===== src/rtl/game_pkg.sv =====
// Shared types and constants for the game sequencer and the draw stage.
package game_pkg;

    typedef enum logic [2:0] {
        IDLE      = 3'd0,
        COUNTDOWN = 3'd1,
        PLAY      = 3'd2,
        CAUGHT    = 3'd3,
        TIMEOUT   = 3'd4,
        GAME_OVER = 3'd5
    } game_state_t;

    // Sprite sizes, also used by draw_tom and the jerry drawer
    localparam int TOM_WIDTH    = 64;
    localparam int TOM_HEIGHT   = 64;
    localparam int JERRY_WIDTH  = 32;
    localparam int JERRY_HEIGHT = 32;

    localparam int DEF_ROUND_FRAMES = 1800;
    localparam int DEF_START_DELAY  = 60;
    localparam int DEF_HOLD_FRAMES  = 120;
    localparam int DEF_WIN_SCORE    = 3;

    // Strict 1-D overlap of [a, a+a_len) and [b, b+b_len); 11-bit sums never wrap,
    // and spans that only touch do not overlap.
    function automatic logic span_overlap(
        input logic [9:0]  a_pos,
        input logic [10:0] a_len,
        input logic [9:0]  b_pos,
        input logic [10:0] b_len
    );
        logic [10:0] a_ext;
        logic [10:0] b_ext;
        a_ext = {1'b0, a_pos};
        b_ext = {1'b0, b_pos};
        return (a_ext < (b_ext + b_len)) && (b_ext < (a_ext + a_len));
    endfunction

endpackage


===== src/rtl/edge_det.sv =====
// Registered rising-edge detector. The input must be seen low at least once after
// reset before an edge can be reported, so a level already high at reset release
// does not produce a pulse.
module edge_det (
    input  logic clk,
    input  logic rst,
    input  logic sig_i,
    output logic pulse_o
);

    logic sig_q;
    logic armed_q;
    logic pulse_q;

    // Delay register, arm flag and one-cycle edge pulse
    always_ff @(posedge clk) begin
        if (!rst) begin
            sig_q   <= 1'b0;
            armed_q <= 1'b0;
            pulse_q <= 1'b0;
        end else begin
            sig_q   <= sig_i;
            armed_q <= armed_q | ~sig_i;
            pulse_q <= sig_i & ~sig_q & armed_q;
        end
    end

    assign pulse_o = pulse_q;

endmodule


===== src/rtl/game_ctrl.sv =====
// Round/state sequencer for the Tom & Jerry game: gates the move controllers,
// counts round time in frames, detects catches and keeps both scores.
//
//  state     | meaning
//  ----------+---------------------------------------------------------
//  IDLE      | waiting for start button
//  COUNTDOWN | frozen pre-round delay, START_DELAY frames
//  PLAY      | characters move; catch / round timer checked per frame
//  CAUGHT    | Tom won the round, result held HOLD_FRAMES frames
//  TIMEOUT   | Jerry survived the round, result held HOLD_FRAMES frames
//  GAME_OVER | a player reached WIN_SCORE; waits for start to go IDLE
module game_ctrl
    import game_pkg::*;
#(
    parameter int TOM_W        = TOM_WIDTH,
    parameter int TOM_H        = TOM_HEIGHT,
    parameter int JERRY_W      = JERRY_WIDTH,
    parameter int JERRY_H      = JERRY_HEIGHT,
    parameter int ROUND_FRAMES = DEF_ROUND_FRAMES,
    parameter int START_DELAY  = DEF_START_DELAY,
    parameter int HOLD_FRAMES  = DEF_HOLD_FRAMES,
    parameter int WIN_SCORE    = DEF_WIN_SCORE
) (
    input  logic        clk,
    input  logic        rst,
    input  logic        vsync,
    input  logic        start_b,
    input  logic [9:0]  tom_x,
    input  logic [9:0]  tom_y,
    input  logic [9:0]  jerry_x,
    input  logic [9:0]  jerry_y,
    output logic        move_en,
    output logic        pos_reset,
    output logic [2:0]  state_o,
    output logic [10:0] frames_left,
    output logic [7:0]  score_tom,
    output logic [7:0]  score_jerry
);

    localparam logic [10:0] ROUND_LEN  = 11'(ROUND_FRAMES);
    localparam logic [10:0] START_LAST = 11'(START_DELAY - 1);
    localparam logic [10:0] HOLD_LAST  = 11'(HOLD_FRAMES - 1);
    localparam logic [7:0]  WIN_PTS    = 8'(WIN_SCORE);

    logic frame_tick;
    logic start_pe;
    logic catch_w;

    game_state_t state_q, state_d;
    logic [10:0] cnt_q, cnt_d;
    logic [10:0] frames_left_q, frames_left_d;
    logic [7:0]  score_tom_q, score_tom_d;
    logic [7:0]  score_jerry_q, score_jerry_d;
    logic        move_en_q, move_en_d;
    logic        pos_reset_q, pos_reset_d;

    edge_det u_vsync_edge (
        .clk     (clk),
        .rst     (rst),
        .sig_i   (vsync),
        .pulse_o (frame_tick)
    );

    edge_det u_start_edge (
        .clk     (clk),
        .rst     (rst),
        .sig_i   (start_b),
        .pulse_o (start_pe)
    );

    // Bounding boxes overlap strictly on both axes
    assign catch_w = span_overlap(tom_x, 11'(TOM_W), jerry_x, 11'(JERRY_W)) &&
                     span_overlap(tom_y, 11'(TOM_H), jerry_y, 11'(JERRY_H));

    // Next state, frame counter, round timer, scores and output strobes
    always_comb begin
        state_d       = state_q;
        cnt_d         = cnt_q;
        frames_left_d = frames_left_q;
        score_tom_d   = score_tom_q;
        score_jerry_d = score_jerry_q;
        pos_reset_d   = 1'b0;

        case (state_q)
            IDLE: begin
                if (start_pe) begin
                    state_d       = COUNTDOWN;
                    pos_reset_d   = 1'b1;
                    score_tom_d   = 8'd0;
                    score_jerry_d = 8'd0;
                end
            end
            COUNTDOWN: begin
                if (frame_tick) begin
                    if (cnt_q == START_LAST) begin
                        state_d       = PLAY;
                        frames_left_d = ROUND_LEN;
                    end else begin
                        cnt_d = cnt_q + 11'd1;
                    end
                end
            end
            PLAY: begin
                if (frame_tick) begin
                    // A catch on the last frame still goes to Tom
                    if (catch_w) begin
                        state_d     = CAUGHT;
                        score_tom_d = score_tom_q + 8'd1;
                    end else if (frames_left_q == 11'd1) begin
                        state_d       = TIMEOUT;
                        frames_left_d = 11'd0;
                        score_jerry_d = score_jerry_q + 8'd1;
                    end else begin
                        frames_left_d = frames_left_q - 11'd1;
                    end
                end
            end
            CAUGHT, TIMEOUT: begin
                if (frame_tick) begin
                    if (cnt_q == HOLD_LAST) begin
                        if ((score_tom_q == WIN_PTS) || (score_jerry_q == WIN_PTS)) begin
                            state_d = GAME_OVER;
                        end else begin
                            state_d     = COUNTDOWN;
                            pos_reset_d = 1'b1;
                        end
                    end else begin
                        cnt_d = cnt_q + 11'd1;
                    end
                end
            end
            GAME_OVER: begin
                if (start_pe) begin
                    state_d = IDLE;
                end
            end
            default: begin
                state_d = IDLE;
            end
        endcase

        // Shared counter restarts on every state change
        if (state_d != state_q) begin
            cnt_d = 11'd0;
        end

        move_en_d = (state_d == PLAY);
    end

    // State and output registers with synchronous active-low reset
    always_ff @(posedge clk) begin
        if (!rst) begin
            state_q       <= IDLE;
            cnt_q         <= 11'd0;
            frames_left_q <= ROUND_LEN;
            score_tom_q   <= 8'd0;
            score_jerry_q <= 8'd0;
            move_en_q     <= 1'b0;
            pos_reset_q   <= 1'b0;
        end else begin
            state_q       <= state_d;
            cnt_q         <= cnt_d;
            frames_left_q <= frames_left_d;
            score_tom_q   <= score_tom_d;
            score_jerry_q <= score_jerry_d;
            move_en_q     <= move_en_d;
            pos_reset_q   <= pos_reset_d;
        end
    end

    assign move_en     = move_en_q;
    assign pos_reset   = pos_reset_q;
    assign state_o     = state_q;
    assign frames_left = frames_left_q;
    assign score_tom   = score_tom_q;
    assign score_jerry = score_jerry_q;

endmodule


===== config.mk =====
export PLATFORM = sky130hd
export DESIGN_NAME = game_ctrl
export DESIGN_NICKNAME = d
export VERILOG_FILES = /design/src/rtl/game_pkg.sv /design/src/rtl/edge_det.sv /design/src/rtl/game_ctrl.sv
export SDC_FILE = /design/constraint.sdc
export NUM_CORES = 1
export LEC_CHECK = 0
export CAP_MARGIN = 20
export CORE_MARGIN = 5
export CORE_UTILIZATION = 50
export CTS_CLUSTER_DIAMETER = 80
export CTS_CLUSTER_SIZE = 30
export DETAILED_ROUTE_END_ITERATION = 10
export DONT_BUFFER_PORTS = 1
export SETUP_SLACK_MARGIN = 0.2
export SLEW_MARGIN = 0
export SYNTH_ARGS = -nofsm -noshare
export SYNTH_HDL_FRONTEND = slang
export SYNTH_SLANG_ARGS = --single-unit

===== constraint.sdc =====
create_clock -name clk -period 3.98 [get_ports clk]
set_input_delay 0.796 -clock clk [delete_from_list [all_inputs] [get_ports clk]]
set_output_delay 0.796 -clock clk [all_outputs]
set_load 0.005 [all_outputs]

# After elaboration in Yosys (flattened, before gate mapping)
# Index checks and enable logic that the tools add are counted.
dict set report op_classes {
  n_addsub 8
  shifts 0
  n_bitwise 11
  n_reduce_logical 14
  eq_ne 22
  n_mul 0
  order_cmp 4
  muxes 35
  div_mod_pow 0
}
# cell count
set ops {}
lappend ops {{11-bit 2-to-1 mux} 9}
lappend ops {{8-bit 2-to-1 mux} 6}
lappend ops {{10-bit by 11-bit less-than comparator with 1-bit output} 4}
lappend ops {{11-bit case mux with 2 select lines} 2}
lappend ops {{8-bit case mux with 2 select lines} 2}
lappend ops {{3-bit 2-to-1 mux} 10}
lappend ops {{10-bit by 6-bit adder with 11-bit output, second input constant} 2}
lappend ops {{10-bit by 7-bit adder with 11-bit output, second input constant} 2}
lappend ops {{8-bit by 1-bit adder with 8-bit output, second input constant} 2}
lappend ops {{8-bit by 2-bit equality test with 1-bit output, second input constant} 2}
lappend ops {{3-bit case mux with 5 select lines} 1}
lappend ops {{5-bit AND reduction} 3}
lappend ops {{2-bit inequality test, second input constant} 6}
lappend ops {{11-bit by 1-bit adder with 11-bit output, second input constant} 1}
lappend ops {{11-bit by 1-bit equality test with 1-bit output, second input constant} 1}
lappend ops {{11-bit by 6-bit equality test with 1-bit output, second input constant} 1}
lappend ops {{11-bit by 7-bit equality test with 1-bit output, second input constant} 1}
lappend ops {{11-bit by 1-bit subtractor with 11-bit output, second input constant} 1}
lappend ops {{3-bit by 2-bit equality test with 1-bit output, second input constant} 3}
lappend ops {{2-bit by 1-bit inequality test with 1-bit output, second input constant} 4}
lappend ops {{3-bit equality test, second input constant} 2}
lappend ops {{2-bit nonzero test} 3}
lappend ops {{1-bit NOT} 5}
lappend ops {{1-bit AND} 4}
lappend ops {{other kinds (10)} 17}
dict set report totals {
  register_bits 49
  wordCells 107
  mem_bits_ro 0
  latch_bits 0
  ram_bits 0
  memories 0
  output_inout_bits 32
  in_bits 44
}

# Logic depth before layout (Yosys ltp)
dict set report depth {
  word_depth 9
  mapped_depth 13
  mapped_depth_nobuf 11
}

# Modules after synthesis
# From an unflattened synthesis, not the netlist that was laid out.
dict set report hier_totals {
  hier_cells 450
  hier_area_um2 3622.2
}
# module area_per_inst_um2 n_inst cells_per_inst
set modules_own_cells {}
lappend modules_own_cells {game_ctrl 3437.0 1 436}
lappend modules_own_cells {edge_det 92.6 2 7}

# Worst setup path before layout
# No wires, ideal clock.
dict set report synth_path {
  kind {input -> register}
  from {input port jerry_x[5]}
  to {register cnt_q[0]}
  slack_ns 0.790
  setup_time_ns 0.138
  path_buffers 2
  stages 12
  required_ns 3.842
  t_arrival_ns 3.052
  cell_sequence {and3_1 xnor2_1 ha_1 a21o_1 a21oi_1 a2bb2oi_1 o211ai_2 or4_1 buf_2 a31oi_2 buf_4 nor3_1}
}
dict set report synth_between {
  elab_chain_cells 9
  word_cells_on_any_way 10
  cone_classes {add/sub: 1; order compare: 2; eq/ne: 1; mux: 3; reduce/logical: 3}
}
# item line
set synth_lines {}
lappend synth_lines {{start: declaration} game_ctrl.sv:30} ;# input logic [9:0] jerry_x,
lappend synth_lines {{10-bit by 6-bit adder with 11-bit output} game_pkg.sv:36} ;# return (a_ext < (b_ext + b_len)) && (b_ext < (a_ext + a_len));
lappend synth_lines {{10-bit by 11-bit less-than comparator with 1-bit output} game_pkg.sv:36}
lappend synth_lines {{1-bit logical AND *} game_pkg.sv:36}
lappend synth_lines {{1-bit logical AND *} game_ctrl.sv:72} ;# assign catch_w = span_overlap(tom_x, 11'(TOM_W), jerry_x, 11'(JERRY_W)) &&
lappend synth_lines {{3-bit 2-to-1 mux *} game_ctrl.sv:106} ;# if (catch_w) begin
lappend synth_lines {{3-bit 2-to-1 mux *} game_ctrl.sv:104} ;# if (frame_tick) begin
lappend synth_lines {{3-bit case mux with 5 select lines *} game_ctrl.sv:84} ;# case (state_q)
lappend synth_lines {{3-bit inequality test *} game_ctrl.sv:143} ;# if (state_d != state_q) begin
lappend synth_lines {{2-bit OR reduction (no line) *} --}
lappend synth_lines {{end signal: assignment} game_ctrl.sv:162} ;# cnt_q <= cnt_d;
lappend synth_lines {{end: declaration} game_ctrl.sv:50} ;# logic [10:0] cnt_q, cnt_d;
# Every way passes the cells marked *; elsewhere a longest branch is shown, timed or not.
# A chain may end at the register's enable or synchronous reset.

# Final worst setup path
dict set report layout_path {
  from {input port jerry_x[5]}
  to {register cnt_q[10]}
}
# Same word-level chain as after synthesis.

==> reports/summary.txt <==
Status -> finished, final reports clean
Met1 WL -> 3850 um
Final nets -> 565
Hold Vio Cnt, Final -> 0
Power Density -> 232 nW/um2
CP Capture Type -> register
Final min period -> 3150 ps
Setup TNS -> 0 ps
Cells after synthesis -> 477
Seq/Total Area, Yosys -> 25.6%
Vias in the first global route -> 3,213
Die area -> 9530 um2
Wirelength per Cell -> 15.3 um
Routed vias -> 3,377
Post-route ant nets -> 0
Die W -> 97.6 um
Slew margin rel. -> 45.6%
Longest Clk Path Bufs -> 2
Setup WS pre-CTS -> 516 ps
Synth Area in Simple Gates -> 29.3%
Main synth FF type -> dfxtp_1
Worst skew pair latency -> 300 ps
RePlAce Congestion -> 0.877
Yosys top cell by area -> dfxtp_1
PnR Total Power -> 936 uW
Net count after synthesis -> 566
Fin crit share -> 79.1%
Maximum VDD drop -> 187 uV
Achievable Freq -> 318 MHz
CTS H-tree lvls -> 2
Compound-Gate Fraction of Synth Area -> 17.2%
Synth top area share -> 25.6%
Total track usage -> 18.3%
Total grt overflow -> 0
Setup CP Type -> input pin to register
Dpl hpwl -> 6920 um
Number of synthesized flops with an enable pin -> 0
XOR/XNOR Fraction of Synth Area -> 4.56%
Yosys Warn Count -> 0
Share of cells above drive strength 1 -> 6.50%
Worst Path Arrival -> 3330 ps
Buffers plus inverters on the worst setup path -> 1
CTS root buf -> clkbuf_8
Critical path startpoint category -> input pin
Synthesized flop and latch total -> 49
Fraction of registers with async set/reset -> 0%
# DRC -> 0
Avg Cell Area, Syn -> 8.04 um2
P_leak -> 0.00164 uW
Top sig layer -> met4
Clk_skew -> 12.9 ps
Top post-synthesis cells by area -> dfxtp_1 (26%), ha_1 (15%), a21oi_1 (5.5%), nand2_1 (4.9%), inv_1 (3.6%)
Metal2 WL -> 4300 um
Worst Setup Slack, final -> 832 ps
Buffers on Ports -> 0
CTS Sinks -> 49
Unrepaired setup endpoints after global routing -> false
Hold_ws -> 393 ps
Largest family of logic cells by synthesized area -> simple AND/OR/NAND/NOR gates
Crit path max fanout -> 11
Initial antenna violation count -> 0
Worst min path class -> register to register
First drt pass iteration count -> 4
Post-layout util -> 53.0%
CTS Buf Count -> 5
Max cap viols -> 0
Pins Over Slew Limit -> 0
Worst EP required -> 4170 ps
CP Cell Sequence -> and3_1, xnor2_1, ha_1, a21o_1, a21oi_1, a2bb2oi_1, o211ai_2, or4_1, a31oi_2, buf_4, nor3_1
First-pass GRT wire length -> 15,100 um
Hold_buf cts -> 0
Top-Level Pins -> 76
# setup viols final -> 0
Synthesized cell area -> 3840 um2
CTS resizes -> 0
Rows -> 32
Diode count -> 0
P&R area growth vs syn -> 5.12%
Core Box Area -> 7610 um2
Initial Util -> 50.4%
Die Y -> 97.6 um
Via density -> 5.83
Worst path max stage delay -> 700 ps
Post-CTS setup buffers -> 0
WL met3 -> 612 um
Largest net degree at the start of global routing -> 21
First DRT Iteration DRCs -> 135
Total Wirelength -> 8830 um
Worst Max-Slew Pin Slew -> 810 ps
Number of distinct library cells after synthesis -> 64
Adder-cell share of the synthesized area -> 14.7%
CP delay by family, top -> simple AND/OR/NAND/NOR gates
CTS tree -> done
Worst-path clk slew -> 80 ps
Multiplexer share of the synthesized area -> 3.42%
Slowest cell on crit path -> or4_1
==> placed cells by master (no fill, tap or decap), types with 4 or more instances in the layout <==
master	count
nor4b_2	6
dfxtp_1	49
and2_1	7
a21o_1	5
o21ai_0	10
a22oi_1	4
a21oi_1	42
nand2_1	50
nor2b_1	5
xnor2_1	12
mux2i_1	12
nand3_1	26
nor3_1	20
ha_1	45
a31oi_1	4
xor2_1	8
nor3b_1	4
buf_4	6
nor4_1	4
nor2_1	23
nand4_1	7
nand2b_1	6
or3_1	12
and3_1	7
or4_1	5
inv_1	37
clkbuf_8	5
==> worst reg2reg max path, cell delays in order, from the launching register on <==
cell and delay, ps:
dfxtp_1 430, ha_1 220, or4b_1 470, nor4_2 280, nor3_1 150, mux2_2 280, a221oi_1 310, buf_4 220
nor4b_1 230
==> area by class of cell <==
cell class | count | area [um2]
timing repair buffer | 6 | 45.0
fill | 762 | 3570
inverter | 38 | 143
clock inverter | 1 | 7.51
sequential | 49 | 981
clock buffer | 7 | 76.3
multi-input combinational | 376 | 2650
tap | 102 | 128
==> synth_stat cells (all sizes together) (2+ instances only) <==
cell type  instances
nand2             50
dfxtp             49
ha                45
a21oi             42
inv               37
nand3             26
nor2              23
nor3              20
mux2i             12
or3               12
xnor2             12
o21ai             11
clkbuf            10
and2               8
nor4b              8
xor2               8
and3               7
nand4              7
nor4               7
a31oi              6
nand2b             6
a21o               5
nor2b              5
or4                5
a22oi              4
buf                4
nor3b              4
o211ai             4
o2111ai            3
o31a               3
o31ai              3
or2                3
a221oi             2
a2bb2oi            2
and4               2
o22ai              2
o32ai              2
or4b               2
==> kinds of logic (layout without fill, tap and decap cells) <==
family | count (synthesis) | after routing
adder cells (fa/ha/maj) | 45 | 45
XOR/XNOR | 20 | 20
flip-flops | 49 | 49
multiplexers | 13 | 13
buffers and inverters | 52 | 52
AO/OA/AOI/OAI | 99 | 99
AND/OR/NAND/NOR | 199 | 199
==> worst paths after layout <==
check	start	endpoint	slack [ps]	cells after the start
setup / recovery	jerry_x[5]	cnt_q[10]	830	11
hold / removal	u_vsync_edge.sig_q	u_vsync_edge.pulse_o	390	1
setup reg to reg	score_jerry[0]	cnt_q[1]	1290	8
hold reg to reg	u_vsync_edge.sig_q	u_vsync_edge.pulse_o	390	1
==> routing by layer <==
metal | global-route usage [%] | vias to the layer above
li1 | - | 1726
met1 | 22.7 | 1563
met2 | 32.4 | 81
met3 | 4.59 | 7
met4 | 3.19 | 0
met5 | 0 | -
==> sequential cells by signal (all words and copies together) (netlist names) <==
name,cells
u_vsync_edge.armed_q,1
frames_left,11
cnt_q,11
state_o,3
score_tom,8
move_en,1
pos_reset,1
u_vsync_edge.pulse_o,1
u_vsync_edge.sig_q,1
u_start_edge.armed_q,1
score_jerry,8
u_start_edge.sig_q,1
u_start_edge.pulse_o,1
==> power breakdown <==
group / switching [uW] / leakage, uW / internal [uW]
logic: 84.7 / 0.00120 / 65.9
clock network: 164 / 0.0000385 / 125
registers: 2.76 / 0.000396 / 494
total: 252 / 0.00164 / 684
==> metrics by stage <==
step | std cells | area (um2)
after CTS | 579 | 4030
after global placement | 571 | 3950
after global routing | 579 | 4030
after detailed placement | 571 | 3950
final | 579 | 4030
after floorplan | 477 | 3840
No activity file was read; power rests on OpenSTA's default activity.
